**config.mk**
```make
export PLATFORM = sky130hd
export DESIGN_NAME = temp_display_ctrl
export DESIGN_NICKNAME = d
export VERILOG_FILES = /design/src/rtl/temp_disp_pkg.sv /design/src/rtl/temp_display_ctrl_bin2bcd_seq.sv /design/src/rtl/temp_display_ctrl.sv
export SDC_FILE = /design/constraint.sdc
export NUM_CORES = 1
export LEC_CHECK = 0
export ABC_CLOCK_PERIOD_IN_PS = 1800
export CAP_MARGIN = 25
export CORE_UTILIZATION = 40
export CTS_CLUSTER_DIAMETER = 80
export DETAILED_ROUTE_END_ITERATION = 6
export PLACE_DENSITY = 0.64
export SLEW_MARGIN = 20
export SYNTH_ARGS = -nofsm -noshare
export SYNTH_HDL_FRONTEND = slang
export SYNTH_HIERARCHICAL = 1
export SYNTH_SLANG_ARGS = --single-unit
```
**constraint.sdc**
```tcl
create_clock -name clk -period 1.8 [get_ports clk]
set_clock_uncertainty 0.1 [all_clocks]
set_input_delay 0.45 -clock clk [delete_from_list [all_inputs] [get_ports clk]]
set_output_delay 0.45 -clock clk [all_outputs]
set_load 0.005 [all_outputs]
```
**src/rtl/temp_disp_pkg.sv**
```systemverilog
// Shared constants for the temperature readout: FSM encoding and BCD digit geometry.
package temp_disp_pkg;
    localparam logic [1:0] ST_IDLE       = 2'd0;
    localparam logic [1:0] ST_CONVERT    = 2'd1;
    localparam logic [1:0] ST_WAIT_FRAME = 2'd2;
    localparam logic [1:0] ST_COMMIT     = 2'd3;

    localparam int BCD_W      = 4;
    localparam int BCD_DIGITS = 3;
    localparam int BCD_TOT_W  = BCD_W * BCD_DIGITS;

    localparam logic [BCD_W-1:0] BLANK_CODE_DEF = 4'hA;
endpackage

```
**src/rtl/temp_display_ctrl_bin2bcd_seq.sv**
```systemverilog
// Iterative double-dabble engine: one add-3/shift step per cycle, TEMP_W steps per conversion.
module bin2bcd_seq
    import temp_disp_pkg::*;
#(
    parameter int TEMP_W = 10
) (
    input  logic                 clk,
    input  logic                 reset,
    input  logic                 start,
    input  logic [TEMP_W-1:0]    bin_in,
    output logic                 busy,
    output logic                 done,
    output logic [BCD_TOT_W-1:0] bcd
);
    localparam int CNT_W = $clog2(TEMP_W + 1);
    localparam logic [CNT_W-1:0] LAST_STEP = CNT_W'(TEMP_W - 1);

    logic [TEMP_W-1:0]    bin_q, bin_d;
    logic [BCD_TOT_W-1:0] bcd_q, bcd_d, bcd_adj;
    logic [CNT_W-1:0]     cnt_q, cnt_d;
    logic                 busy_q, busy_d;

    always_comb begin
        bcd_adj = bcd_q;
        for (int i = 0; i < BCD_DIGITS; i++) begin
            if (bcd_q[i*BCD_W +: BCD_W] >= 4'd5)
                bcd_adj[i*BCD_W +: BCD_W] = bcd_q[i*BCD_W +: BCD_W] + 4'd3;
        end

        bin_d  = bin_q;
        bcd_d  = bcd_q;
        cnt_d  = cnt_q;
        busy_d = busy_q;
        if (start && !busy_q) begin
            bin_d  = bin_in;
            bcd_d  = '0;
            cnt_d  = '0;
            busy_d = 1'b1;
        end else if (busy_q) begin
            bcd_d = {bcd_adj[BCD_TOT_W-2:0], bin_q[TEMP_W-1]};
            bin_d = {bin_q[TEMP_W-2:0], 1'b0};
            cnt_d = cnt_q + 1'b1;
            if (cnt_q == LAST_STEP)
                busy_d = 1'b0;
        end
    end

    always_ff @(posedge clk) begin
        if (reset) begin
            bin_q  <= '0;
            bcd_q  <= '0;
            cnt_q  <= '0;
            busy_q <= 1'b0;
        end else begin
            bin_q  <= bin_d;
            bcd_q  <= bcd_d;
            cnt_q  <= cnt_d;
            busy_q <= busy_d;
        end
    end

    // done flags the cycle whose edge performs the final shift
    assign done = busy_q && (cnt_q == LAST_STEP);
    assign busy = busy_q;
    assign bcd  = bcd_q;
endmodule

```
**src/rtl/temp_display_ctrl.sv**
```systemverilog
// Temperature readout sequencer: clamp, BCD conversion, commit on frame tick.
// Optional leading-zero blanking when TEMP_DISP_LZB_EN is defined.
module temp_display_ctrl
    import temp_disp_pkg::*;
#(
    parameter int               TEMP_W     = 10,
    parameter int               MAX_VAL    = 999,
    parameter logic [BCD_W-1:0] BLANK_CODE = BLANK_CODE_DEF
) (
    input  logic              clk,
    input  logic              reset,
    input  logic [TEMP_W-1:0] temp_in,
    input  logic              temp_valid,
    output logic              temp_ready,
    input  logic              frame_tick,
    output logic [3:0]        temp_value_100,
    output logic [3:0]        temp_value_10,
    output logic [3:0]        temp_value_1,
    output logic              overrange,
    output logic              update_done
);
    localparam logic [TEMP_W-1:0] MAX_V = TEMP_W'(MAX_VAL);

    logic [1:0]           state_q, state_d;
    logic                 ovr_pend_q, ovr_pend_d;
    logic [BCD_W-1:0]     d100_q, d100_d, d10_q, d10_d, d1_q, d1_d;
    logic                 overrange_q, overrange_d;
    logic                 update_done_q, update_done_d;

    logic                 temp_over;
    logic [TEMP_W-1:0]    temp_clamped;
    logic                 eng_start, eng_busy, eng_done;
    logic [BCD_TOT_W-1:0] eng_bcd;
    logic [BCD_W-1:0]     raw_100, raw_10, raw_1;
    logic                 blank_100, blank_10;

    assign temp_over    = temp_in > MAX_V;
    assign temp_clamped = temp_over ? MAX_V : temp_in;
    assign temp_ready   = (state_q == ST_IDLE);
    assign eng_start    = temp_ready && temp_valid && !eng_busy;

    bin2bcd_seq #(.TEMP_W(TEMP_W)) u_bin2bcd (
        .clk    (clk),
        .reset  (reset),
        .start  (eng_start),
        .bin_in (temp_clamped),
        .busy   (eng_busy),
        .done   (eng_done),
        .bcd    (eng_bcd)
    );

    assign raw_100 = eng_bcd[3*BCD_W-1:2*BCD_W];
    assign raw_10  = eng_bcd[2*BCD_W-1:BCD_W];
    assign raw_1   = eng_bcd[BCD_W-1:0];

`ifdef TEMP_DISP_LZB_EN
    assign blank_100 = (raw_100 == '0);
    assign blank_10  = (raw_100 == '0) && (raw_10 == '0);
`else
    assign blank_100 = 1'b0;
    assign blank_10  = 1'b0;
`endif

    always_comb begin
        state_d       = state_q;
        ovr_pend_d    = ovr_pend_q;
        d100_d        = d100_q;
        d10_d         = d10_q;
        d1_d          = d1_q;
        overrange_d   = overrange_q;
        update_done_d = 1'b0;
        case (state_q)
            ST_IDLE: begin
                if (eng_start) begin
                    ovr_pend_d = temp_over;
                    state_d    = ST_CONVERT;
                end
            end
            ST_CONVERT: begin
                if (eng_done)
                    state_d = ST_WAIT_FRAME;
            end
            // frame ticks outside this state are dropped, never queued
            ST_WAIT_FRAME: begin
                if (frame_tick)
                    state_d = ST_COMMIT;
            end
            ST_COMMIT: begin
                d100_d        = blank_100 ? BLANK_CODE : raw_100;
                d10_d         = blank_10  ? BLANK_CODE : raw_10;
                d1_d          = raw_1;
                overrange_d   = ovr_pend_q;
                update_done_d = 1'b1;
                state_d       = ST_IDLE;
            end
            default: state_d = ST_IDLE;
        endcase
    end

    always_ff @(posedge clk) begin
        if (reset) begin
            state_q       <= ST_IDLE;
            ovr_pend_q    <= 1'b0;
            d100_q        <= '0;
            d10_q         <= '0;
            d1_q          <= '0;
            overrange_q   <= 1'b0;
            update_done_q <= 1'b0;
        end else begin
            state_q       <= state_d;
            ovr_pend_q    <= ovr_pend_d;
            d100_q        <= d100_d;
            d10_q         <= d10_d;
            d1_q          <= d1_d;
            overrange_q   <= overrange_d;
            update_done_q <= update_done_d;
        end
    end

    assign temp_value_100 = d100_q;
    assign temp_value_10  = d10_q;
    assign temp_value_1   = d1_q;
    assign overrange      = overrange_q;
    assign update_done    = update_done_q;
endmodule

```
=== Word level (Yosys, flattened, before mapping) ===
Index checks and enable logic that the tools add are counted.

* Register bits after elaboration: 44
* Input bits: 14
* Output and inout bits: 15

* Add/sub/neg operators: 4
* Magnitude comparators: 4
* Eq/ne operators: 7
* Muxes and demuxes: 14
* Reduce and logical (&&, ||, !) cells: 10

{| class="wikitable"
|+ Operator list
! operator !! number
|-
| 10-bit two-way mux || 3
|-
| 4-bit by 3-bit >= comparator with 1-bit output, second input constant || 3
|-
| 10-bit greater-than comparator, second input constant || 1
|-
| 4-bit by 2-bit adder with 4-bit output, second input constant || 2
|-
| 4-bit two-way mux || 2
|-
| 2-bit case mux with 4 select lines || 1
|-
| 2-bit two-way mux || 3
|-
| 4-bit by 1-bit adder with 4-bit output, second input constant || 1
|-
| 2-bit equality test, second input constant || 2
|-
| 4-bit equality test, second input constant || 1
|-
| 1-bit logical AND || 4
|-
| 1-bit two-way mux || 4
|-
| 2-bit != test, second input constant || 2
|-
| 3-bit by 2-bit adder with 3-bit output, second input constant || 1
|-
| 3-bit two-way mux || 1
|-
| 3-bit AND reduction || 1
|-
| 2-bit by 1-bit equality test with 1-bit output, second input constant || 1
|-
| 2-bit logical NOT || 1
|-
| 2-bit by 1-bit != test with 1-bit output, second input constant || 1
|-
| 2-bit AND reduction || 1
|-
| 2-bit nonzero test || 1
|-
| 2-bit OR reduction || 1
|-
| 1-bit logical NOT || 1
|}

=== Depth between registers and ports, before layout ===
Gate-level depths: netlist of the first run.

* Depth after elaboration: 5
* Gate-level depth with buffers: 8
* Mapped depth without buffers: 7

=== Hierarchy ===
Netlist of the first run, hierarchy kept.

{| class="wikitable"
|+ Modules (own cells, without submodules)
! module !! instances !! cells an instance !! area an instance (um^2)
|-
| bin2bcd_seq || 1 || 156 || 1331.3
|-
| temp_display_ctrl || 1 || 81 || 765.7
|}

=== Least setup slack after synthesis of the first run ===
No wires, ideal clock.

* Path kind: register -> register
* From: register state_q[0]
* To: register u_bin2bcd.bin_q[2]
* Arrival time: 1.489 ns
* Data required time: 1.572 ns
* Setup slack: 0.084 ns
* Cell stages (with the launch flop): 9
* Path buffers: 1
* Cell sequence: dfxtp_1 -> inv_1 -> ha_1 -> and3b_1 -> buf_4 -> mux2i_1 -> nor2_1 -> a21oi_1 -> nor2_1

* Word-level cells in the longest chain between the ends: 5
* Elaborated cells between the ends (all ways): 6

{| class="wikitable"
|+ Ends and longest elaborated chain
! what !! RTL line !! source
|-
| start: declaration || temp_display_ctrl.sv:24 || <nowiki>logic [1:0] state_q, state_d;</nowiki>
|-
| start signal: assignment || temp_display_ctrl.sv:110 || <nowiki>state_q <= state_d;</nowiki>
|-
| 2-bit logical NOT * || temp_display_ctrl.sv:39 || <nowiki>assign temp_ready = (state_q == ST_IDLE);</nowiki>
|-
| named net temp_ready || temp_display_ctrl.sv:14 || <nowiki>output logic temp_ready,</nowiki>
|-
| 1-bit logical AND * (2 in a row) || temp_display_ctrl.sv:40 || <nowiki>assign eng_start = temp_ready && temp_valid && !eng_busy;</nowiki>
|-
| named net eng_start || temp_display_ctrl.sv:32 || <nowiki>logic eng_start, eng_busy, eng_done;</nowiki>
|-
| 1-bit logical AND * || temp_display_ctrl_bin2bcd_seq.sv:34 || <nowiki>if (start && !busy_q) begin</nowiki>
|-
| 10-bit two-way mux or 2-bit nonzero test (tied branches) || - ||
|-
| end signal: assignment || temp_display_ctrl_bin2bcd_seq.sv:55 || <nowiki>bin_q <= bin_d;</nowiki>
|-
| end: declaration || temp_display_ctrl_bin2bcd_seq.sv:18 || <nowiki>logic [TEMP_W-1:0] bin_q, bin_d;</nowiki>
|}

Mark *: on every way through the listed nets, which the timed path passes. The rest lies on a longest branch.
A chain may end at the register's enable or synchronous reset.

=== Worst setup path in the final report of the first run ===
* From: register d1_q[3], in the netlist temp_value_1[3]
* To: output port temp_value_1[3]

{| class="wikitable"
|+ RTL lines
! what !! RTL line !! source
|-
| start: declaration || temp_display_ctrl.sv:26 || <nowiki>logic [BCD_W-1:0] d100_q, d100_d, d10_q, d10_d, d1_q, d1_d;</nowiki>
|-
| start signal: assignment || temp_display_ctrl.sv:106 || <nowiki>d1_q <= '0;</nowiki>
|-
| start signal: assignment || temp_display_ctrl.sv:114 || <nowiki>d1_q <= d1_d;</nowiki>
|-
| end: declaration || temp_display_ctrl.sv:18 || <nowiki>output logic [3:0] temp_value_1,</nowiki>
|}

No word-level cell between the ends.

==> metrics.txt, run 1 <==
status finished, final reports clean; flop-to-flop setup slack 120 ps; worst path cell trace clkdlybuf4s50_1; top-area cell type share of the netlist area 42.0%; io pins 29; post-placement cell count 334; number of flops mapped to enable cells by yosys 0; Hold Crit Endpoint u_bin2bcd/bcd[11]$_SDFFE_PP0P_; die area 5540 um2; Synth Area in Simple Gates 18.7%; detailed placement HPWL 2890 um; yosys warns 6; final hold violation count 0; Adder-Cell Fraction of Synth Area 7.76%; crit path DAT 1140 ps; DRT Pass-1 Iters 4; worst slew pin tran 288 ps; crit-path max cell delay 500 ps; count leader, synth dfxtp_1; CP startpoint kind register; largest net degree at the start of global routing 32; Mapped Area 2100 um2; RSZ-0062 raised after global routing yes; Pwr Density 1040 nW/um2; fraction of final layout cells with drive strength greater than 1 15.5%; CTS Buf Count 5; clk root buf clkbuf_8; period utilization 94.0%; Die Height 74.4 um; Initial Util 43.0%; sequential fraction of the synthesis area 42.0%; Nets 303; CTS tree yes; post-synthesis mux area share 12.4%; chip width 74.4 um; Mean Syn Cell Area 8.85 um2; Reg clk slew, reported paths 90 ps; worst r2r dst u_bin2bcd/bcd[2]$_SDFFE_PP0P_; CTS max path bufs 2; FP Rows 25; Final setup violation count 0; Critical Path End Type output port; Synth Area in XOR/XNOR 1.25%; syn nets 264; # H-tree levels 2; fmax 0.591 GHz; # diodes 0; Buf/Inv on CP 1; first-pass GRT wire length 6620 um; Yosys reg bits 44; leading area contributor after synthesis dfxtp_1; Synth Area in Compound Gates 11.2%; Non-Filler Instances 344; DRT Wirelength 4100 um; drt drc 0; vias in the first global route 1,544; CP Class reg2out; Std-Cell Core Area 4880 um2; Post-synth ARST share 0%; Max-Cap Viols 0; min Tclk post-route 1690 ps; crit-path max FO 2; critical path's slowest cell clkdlybuf4s50_1; PortBufs 28; starting DRC count in detailed routing 106; worst skew pair latency 300 ps; area grow syn2layout 29.1%; total congestion overflow 0; Required @ worst endpoint 1250 ps; Via-to-Cell Ratio 5.03; CP delay by family, top buffers and inverters; fillcell total 460; footprint of the multi-input gates 1090 um2; Synth Flop Type dfxtp_1; Hold Path Depth 2; hold_sp u_bin2bcd/bcd[11]$_SDFFE_PP0P_; Vias 1,732; RePlAce Congestion 0.807; total global-route track usage 15.9%; cts hold-fix bufs 0; Netlist cell types 31; DR WL/cell 11.9 um; overall power 2.82 mW; synthesized instance count 237; RR Startpoint u_bin2bcd/bcd[0]$_SDFFE_PP0P_; VDD IR max 431 uV; initial antenna violation count 0; Worst slew margin 80.8%; Slew Viols, Final 0; antenna viol nets, final 0; area occupied by registers 885 um2; leakage 1.02 nW; Worst R2R Path Depth 6; HP Class reg2reg; Clock Sinks 44; largest family of logic cells by synthesized area simple AND/OR/NAND/NOR gates; Synth top cells by count dfxtp_1 (44), nor2_1 (38), mux2i_1 (26); leading post-synthesis cells by cell area dfxtp_1 (42%), mux2i_1 (12%), ha_1 (7.8%)
[how the worst max path moves through the flow]
| stage | startpoint | end | slack, ps | cells past startpoint |
|---|---|---|---|---|
| floorplan | state_q[0]$_SDFFE_PP0P_ | u_bin2bcd/bin_q[2]$_SDFFE_PP0P_ | 80 | 8 |
| global placement | temp_valid | u_bin2bcd/bin_q[5]$_SDFFE_PP0P_ | -210 | 7 |
| detailed placement | temp_valid | u_bin2bcd/bin_q[8]$_SDFFE_PP0P_ | -250 | 7 |
| CTS | u_bin2bcd/cnt_q[0]$_SDFFE_PP0P_ | state_q[1]$_SDFFE_PP0P_ | 50 | 6 |
| global route | temp_valid | u_bin2bcd/bin_q[5]$_SDFFE_PP0P_ | -0.5 | 7 |
| finish | temp_value_1[3]$_SDFFE_PP0P_ | temp_value_1[3] | 110 | 1 |
[cells by family after synthesis]
| logic type | count (synthesis) |
|---|---|
| simple gates | 79 |
| flops | 44 |
| compound gates | 39 |
| buf+inv | 33 |
| mux | 26 |
| fa+ha+maj | 13 |
| xor+xnor | 3 |
[cells in the final DEF (no fill, tap or decap), drive strengths merged]
| cell | instances |
|---|---|
| nor2b | 3 |
| xnor2 | 1 |
| nand2b | 4 |
| ha | 13 |
| and3b | 1 |
| and4b | 1 |
| a211oi | 1 |
| a21o | 1 |
| nand4 | 8 |
| dfxtp | 44 |
| a222oi | 1 |
| clkdlybuf4s50 | 27 |
| nor2 | 38 |
| nor3 | 2 |
| clkinvlp | 1 |
| or4 | 6 |
| dlygate4sd2 | 1 |
| a31o | 1 |
| xor2 | 2 |
| nand2 | 7 |
| or2 | 3 |
| mux2i | 26 |
| nor3b | 3 |
| clkinv | 1 |
| nand3 | 3 |
| inv | 16 |
| buf | 21 |
| clkbuf | 5 |
| o311ai | 6 |
| o21ai | 9 |
| bufinv | 1 |
| a21oi | 20 |
[per-stage QoR]
step	hold slack, ps	instance area [um2]	setup TNS [ps]	setup WS [ps]	util (%)
2_1_floorplan	344	2100	0	83.9	-
3_3_place_gp	363	2560	-2860	-211	52.5
3_5_place_dp	378	2560	-3250	-245	52.5
4_1_cts	391	2700	0	50.1	55.4
5_1_grt	409	2710	-0.499	-0.499	55.5
6_report	390	2710	0	109	55.5
[final cells by class]
type,count,share of cell area (%)
multi-input cells,160,40.4
clock buffers,5,2.54
flip-flops and latches,44,32.7
inverters,16,2.22
well taps,67,3.10
clock inverters,3,1.57
repair buffers,49,17.5
[where the power goes]
| group | internal [mW] | switching (mW) | total, mW | leakage, nW |
|---|---|---|---|---|
| Combinational | 0.452 | 0.459 | 0.912 | 0.608 |
| Clock | 0.411 | 0.344 | 0.755 | 0.0541 |
| Sequential | 1.07 | 0.0799 | 1.15 | 0.358 |
[repair_timing]
| item | in CTS | in global routing |
|---|---|---|
| pin swaps | 0 | 1 |
| setup endpoints to repair | 1 | 8 |
| gates resized for setup | 6 | 5 |
| endpoints found under the hold margin | 0 | 0 |
| cloned | 0 | 0 |
| buffers inserted | 2 | 0 |
[sequential cells by signal (all words and copies together), names as in the netlist]
name,flops
state_q,2
u_bin2bcd/bcd,12
overrange,1
temp_value_100,4
u_bin2bcd/cnt_q,4
ovr_pend_q,1
temp_value_10,4
u_bin2bcd/bin_q,10
temp_value_1,4
u_bin2bcd/busy,1
update_done,1
[per-layer routing]
metal	wire length, um	GRT usage [%]	vias to the layer above	share of wire [%]
li1	-	-	902	-
met1	2010	19.5	795	49
met2	1870	25.8	29	45
met3	148	4.47	6	3.6
met4	74	7.76	0	1.8
met5	0	0	-	0
Power figures use the tool's default switching activity.
==> run 2, diff against run 1 <==
- TNS_END_PERCENT: not set -> 100
==> results of run 2 <==
No change in the layout: final DEF, timing and power equal those of run 1.
==> variant 1, RTL diff (config.mk and constraints of run 2) <==
The option `TEMP_DISP_LZB_EN` is turned on by a define.
--- a/src/rtl/temp_display_ctrl.sv
+++ b/src/rtl/temp_display_ctrl.sv
@@ -2,2 +2,4 @@
 // Optional leading-zero blanking when TEMP_DISP_LZB_EN is defined.
+`define TEMP_DISP_LZB_EN
+
 module temp_display_ctrl
Behaviour: same outputs for any inputs over 10 cycles, from zero or initial values and one cycle with reset high; that may be too few to reach the edited logic, so the function may still have changed.
==> variant 1 against run 2 <==
  * Area after synthesis increased by 2.1%
  * Register-to-register slack got worse by 0.07 ns
  * Total power increased by 3.4%
  * Largest cell class unchanged
  * Setup slack got worse by 0.057 ns
  * Final cell count increased by 2.9%
  * Final area increased by 2.7%
  * Critical endpoint is now u_bin2bcd/bcd[2]$_SDFFE_PP0P_
  * Wire length increased by 4.8%
  * Sequential cell count unchanged
  * Largest power group unchanged
==> variant 1: results (changes against run 2) <==
status = finished clean
worst hold margin = 0.390 ns (-0.000488 ns)
flop-to-flop setup slack = 0.05 ns (-0.07 ns)
Mean Syn Cell Area = 8.82 µm² (-0.37%)
max_slew headroom = 77.4% (-3.4 points)
syn nets = 270 (+2.3%)
number of DRC markers in iteration 0 = 86 (-19%)
Synth cell types = 34 (+9.7%)
Worst Hold Launch = temp_value_100[1]$_SDFFE_PP0P_
reg-to-reg critical path startpoint = state_q[1]$_SDFFE_PP0P_
fillcell total = 504 (+9.6%)
Synth top cells by count = 44 x dfxtp_1, 40 x nor2_1, 22 x mux2i_1
WHS Endpoint = temp_value_100[1]$_SDFFE_PP0P_
synth top area cells = dfxtp_1 41%, mux2i_1 10%, ha_1 7.6%
leak pwr = 1.05 nW (+3.0%)
Nets = 312 (+3.0%)
crit path DAT = 1.84 ns (+0.70 ns)
CTS clk-pin slew, worst paths = 0.08 ns
final cell count without fillers = 354 (+2.9%)
first-pass GRT wire length = 6840 µm (+3.3%)
Sw Ratio = 31.4% (+0.050 points)
worst-path maximum fanout = 14 (+12)
largest net degree at the start of global routing = 23 (-28%)
R2R depth = 7 (+1)
Placed Instance Area = 2630 µm² (+2.6%)
Largest register FFs = 12 (unchanged)
vias in the first global route = 1535 (-0.58%)
VDD IR-drop max = 0.529 mV (+23%)
Total Routing Usage GR = 16.1% (+0.17 points)
layout cell share with drive strength beyond 1 = 16.9% (+1.4 points)
GPL Wtd Cong = 0.796 (-1.4%)
Seq/Total Area, Yosys = 41.1% (-0.88 points)
wire per inst = 12.1 µm (+1.8%)
Post-DP HPWL = 2950 µm (+2.3%)
post-place setup slack = -0.218 ns (+0.0269 ns)
[variant 1: changes by cell type in the layout (fill, tap and decap cells not counted), moves of 2 or more]
cell and delta:
a211oi_1 +2, a211oi_2 +2, a21oi_1 +2, buf_4 +4
mux2i_1 -4, nor2_1 +2, o311ai_1 -3, o311ai_2 +3
or2_1 +3, or2_2 -3
[variant 1: how the worst max path moves through the flow]
| stage | start | end | slack [ns] | depth (start not counted) |
|---|---|---|---|---|
| 6_report | state_q[1]$_SDFFE_PP0P_ | u_bin2bcd/bcd[2]$_SDFFE_PP0P_ | 0.05 | 7 |
| 5_1_grt | state_q[1]$_SDFFE_PP0P_ | u_bin2bcd/bcd[2]$_SDFFE_PP0P_ | -0.02 | 7 |
| 4_1_cts | state_q[1]$_SDFFE_PP0P_ | u_bin2bcd/bcd[2]$_SDFFE_PP0P_ | 0.02 | 7 |
| 3_5_place_dp | temp_in[4] | u_bin2bcd/bin_q[1]$_SDFFE_PP0P_ | -0.22 | 9 |
| 3_3_place_gp | temp_in[6] | u_bin2bcd/bin_q[2]$_SDFFE_PP0P_ | -0.19 | 9 |
| 2_1_floorplan | state_q[0]$_SDFFE_PP0P_ | u_bin2bcd/bin_q[2]$_SDFFE_PP0P_ | 0.08 | 8 |
[variant 1: cell families after synthesis]
family          Yosys count  synth area share (%)
flops                    44                  41.1
compound gates           45                  13.3
buf+inv                  33                  6.48
simple gates             83                  20.0
fa+ha+maj                13                  7.59
mux                      22                  10.3
xor+xnor                  3                  1.23
[variant 1: cell type report]
class | count | area, µm² | share of cell area (%)
Inverter | 16 | 60.1 | 2.16
Clock inverter | 1 | 30.0 | 1.08
Clock buffer | 5 | 68.8 | 2.47
Timing Repair Buffer | 52 | 484 | 17.4
Tap cell | 70 | 87.6 | 3.15
Multi-Input combinational cell | 166 | 1160 | 41.9
Sequential cell | 44 | 886 | 31.8
[variant 1: timing repair]
item,CTS,global route
buffers inserted,1,0
pin swaps,1,2
endpoints found under the setup margin,1,15
endpoints found under the hold margin,0,0
resized for setup,6,9
[variant 1: worst max-delay path: stages, from the launching register on]
cell	delay [ns]
dfxtp_2	0.35
inv_2	0.06
ha_4	0.15
buf_4	0.12
and3b_2	0.25
a21o_1	0.22
buf_12	0.15
o311ai_2	0.24
[variant 1: power groups by stage]
stage / logic [W] / registers (W) / clock network [W]
after floorplan: 0.000628 / 0.00118 / 0
after CTS: 0.00100 / 0.00117 / 0.000749
final: 0.00102 / 0.00117 / 0.000724
after global routing: 0.00115 / 0.00119 / 0.000778
after global placement: 0.000972 / 0.00118 / 0
after detailed placement: 0.000981 / 0.00118 / 0
[variant 1: layer usage]
metal	vias up	part of all wire [%]	global-route usage, %
met4	0	1.7	7.82
met5	-	0	0
met3	6	2.8	4.42
li1	922	-	-
met2	27	46	25.1
met1	801	49	20.7
==> variant 2, RTL diff (flow settings as in run 2) <==
Made on the original files. Put one more register stage on the output `overrange`. The value now appears one clock later. The other outputs are not delayed to match.
--- a/src/rtl/temp_display_ctrl.sv
+++ b/src/rtl/temp_display_ctrl.sv
@@ -122,3 +122,5 @@
     assign temp_value_1   = d1_q;
-    assign overrange      = overrange_q;
+    always_ff @(posedge clk) begin
+        overrange <= overrange_q;
+    end
     assign update_done    = update_done_q;
Check against the original RTL: same outputs for any inputs over 10 cycles, from zero or initial values and one cycle with reset high; that may be too few to reach the edited logic, so the function may still have changed.
==> variant 2 against run 2 <==
  * Combinational power is 3.0% higher
  * Wire length is 1.2% lower
  * Area after synthesis is 0.95% higher
  * Fmax hardly changed
  * Total power is 0.67% lower
  * Non-clock buffer count is 3 higher
  * Setup slack worse by 0.0011 ns
  * Register-to-register slack better by 0.05 ns
  * Sequential share of layout area is 0.46 points higher
  * Final area is 1.1% higher
  * Highest routed layer unchanged
  * Largest power group unchanged
  * Sequential cell count is 1 higher
  * Final cell count is 2.0% higher
==> variant 2: results (changes against run 2) <==
Most used DFF post-synth = dfxtp_1
vias per cell = 4.93 (-2.1%)
syn nets = 265 (+0.38%)
Post-DP HPWL = 2850 µm (-1.2%)
placed cell count = 341 (+2.1%)
largest net degree at the start of global routing = 24 (-25%)
Total Routing Usage GR = 16.0% (+0.022 points)
Nets = 307 (+1.3%)
Seq/Total Area, Yosys = 42.6% (+0.55 points)
leak pwr = 1.04 nW (+2.0%)
total number of vias = 1730 (-0.12%)
fillcell total = 493 (+7.2%)
number of DRC markers in iteration 0 = 96 (-9.4%)
Synth top cells by count = 45 x dfxtp_1, 38 x nor2_1, 26 x mux2i_1
flop-to-flop setup slack = 0.17 ns (+0.05 ns)
max_slew headroom = 80.4% (-0.38 points)
Hold Crit Depth = 0 (-2)
status = finished clean
synth top area cells = dfxtp_1 43%, mux2i_1 12%, ha_1 7.7%
GPL Wtd Cong = 0.751 (-7.0%)
worst hold margin = 0.256 ns (-0.134 ns)
layout cell share with drive strength beyond 1 = 17.4% (+1.9 points)
wire per inst = 11.5 µm (-3.2%)
first-pass GRT wire length = 6770 µm (+2.3%)
vias in the first global route = 1512 (-2.1%)
Mean Syn Cell Area = 8.90 µm² (+0.53%)
VDD IR-drop max = 0.384 mV (-11%)
variant 2: cell count changes in the layout (fill, tap and decap cells not counted):
cell / change
bufinv_16: -1
buf_12: -1
dfxtp_1: -1
buf_4: +4
dfxtp_2: +2
clkinvlp_4: -1
clkbuf_8: +2
o21ai_1: -1
o21ai_2: +1
variant 2: logic make-up after synthesis:
logic type / Yosys count / share of synthesized area [%]
fa+ha+maj: 13 / 7.68
flops: 45 / 42.6
mux: 26 / 12.3
buf+inv: 33 / 6.56
compound gates: 39 / 11.1
simple gates: 79 / 18.6
xor+xnor: 3 / 1.24
variant 2: per-layer routing:
metal  part of all wire (%)  up-vias  wire length, µm  global-route usage [%]
li1                       -      901                -                       -
met1                     50      804             2030                    21.0
met2                     46       20             1850                    25.1
met3                    2.4        5               96                    4.42
met4                    1.7        0               68                    5.66
met5                      0        -                0                       0
variant 2: area by class of cell:
class / instances / share of cell area, %
Clock buffer: 7 / 3.52
Clock inverter: 1 / 0.183
Inverter: 16 / 2.19
Multi-Input combinational cell: 160 / 40.1
Sequential cell: 45 / 33.1
Tap cell: 70 / 3.20
Timing Repair Buffer: 52 / 17.7
variant 2: path summary, 6_finish.rpt:
path                                                 to                            start
worst min register to register        overrange$_DFF_P_         overrange_q$_SDFFE_PP0P_
worst max register to register  state_q[0]$_SDFFE_PP0P_  u_bin2bcd/cnt_q[0]$_SDFFE_PP0P_
worst max-delay path                    temp_value_1[1]     temp_value_1[1]$_SDFFE_PP0P_
worst min-delay path                  overrange$_DFF_P_         overrange_q$_SDFFE_PP0P_
variant 2: repair_timing:
| action | CTS | global route |
|---|---|---|
| buffers inserted | 2 | 0 |
| endpoints found under the setup margin | 1 | 13 |
| pin swaps | 0 | 1 |
| gates resized for setup | 6 | 8 |
variant 2: where the power goes:
group	internal (W)	leakage (nW)	switching, W
sequential	0.00110	0.367	0.0000788
combinational	0.000477	0.619	0.000462
clock	0.000347	0.0542	0.000339
variant 2: per-stage QoR:
stage	worst slack, ns	utilization (%)	instance area, µm²
final	0.108	53.6	2740
after global routing	-0.000310	53.6	2740
after CTS	0.0263	53.4	2730
after detailed placement	-0.278	50.8	2600
after global placement	-0.240	50.8	2600
after floorplan	0.0839	-	2120
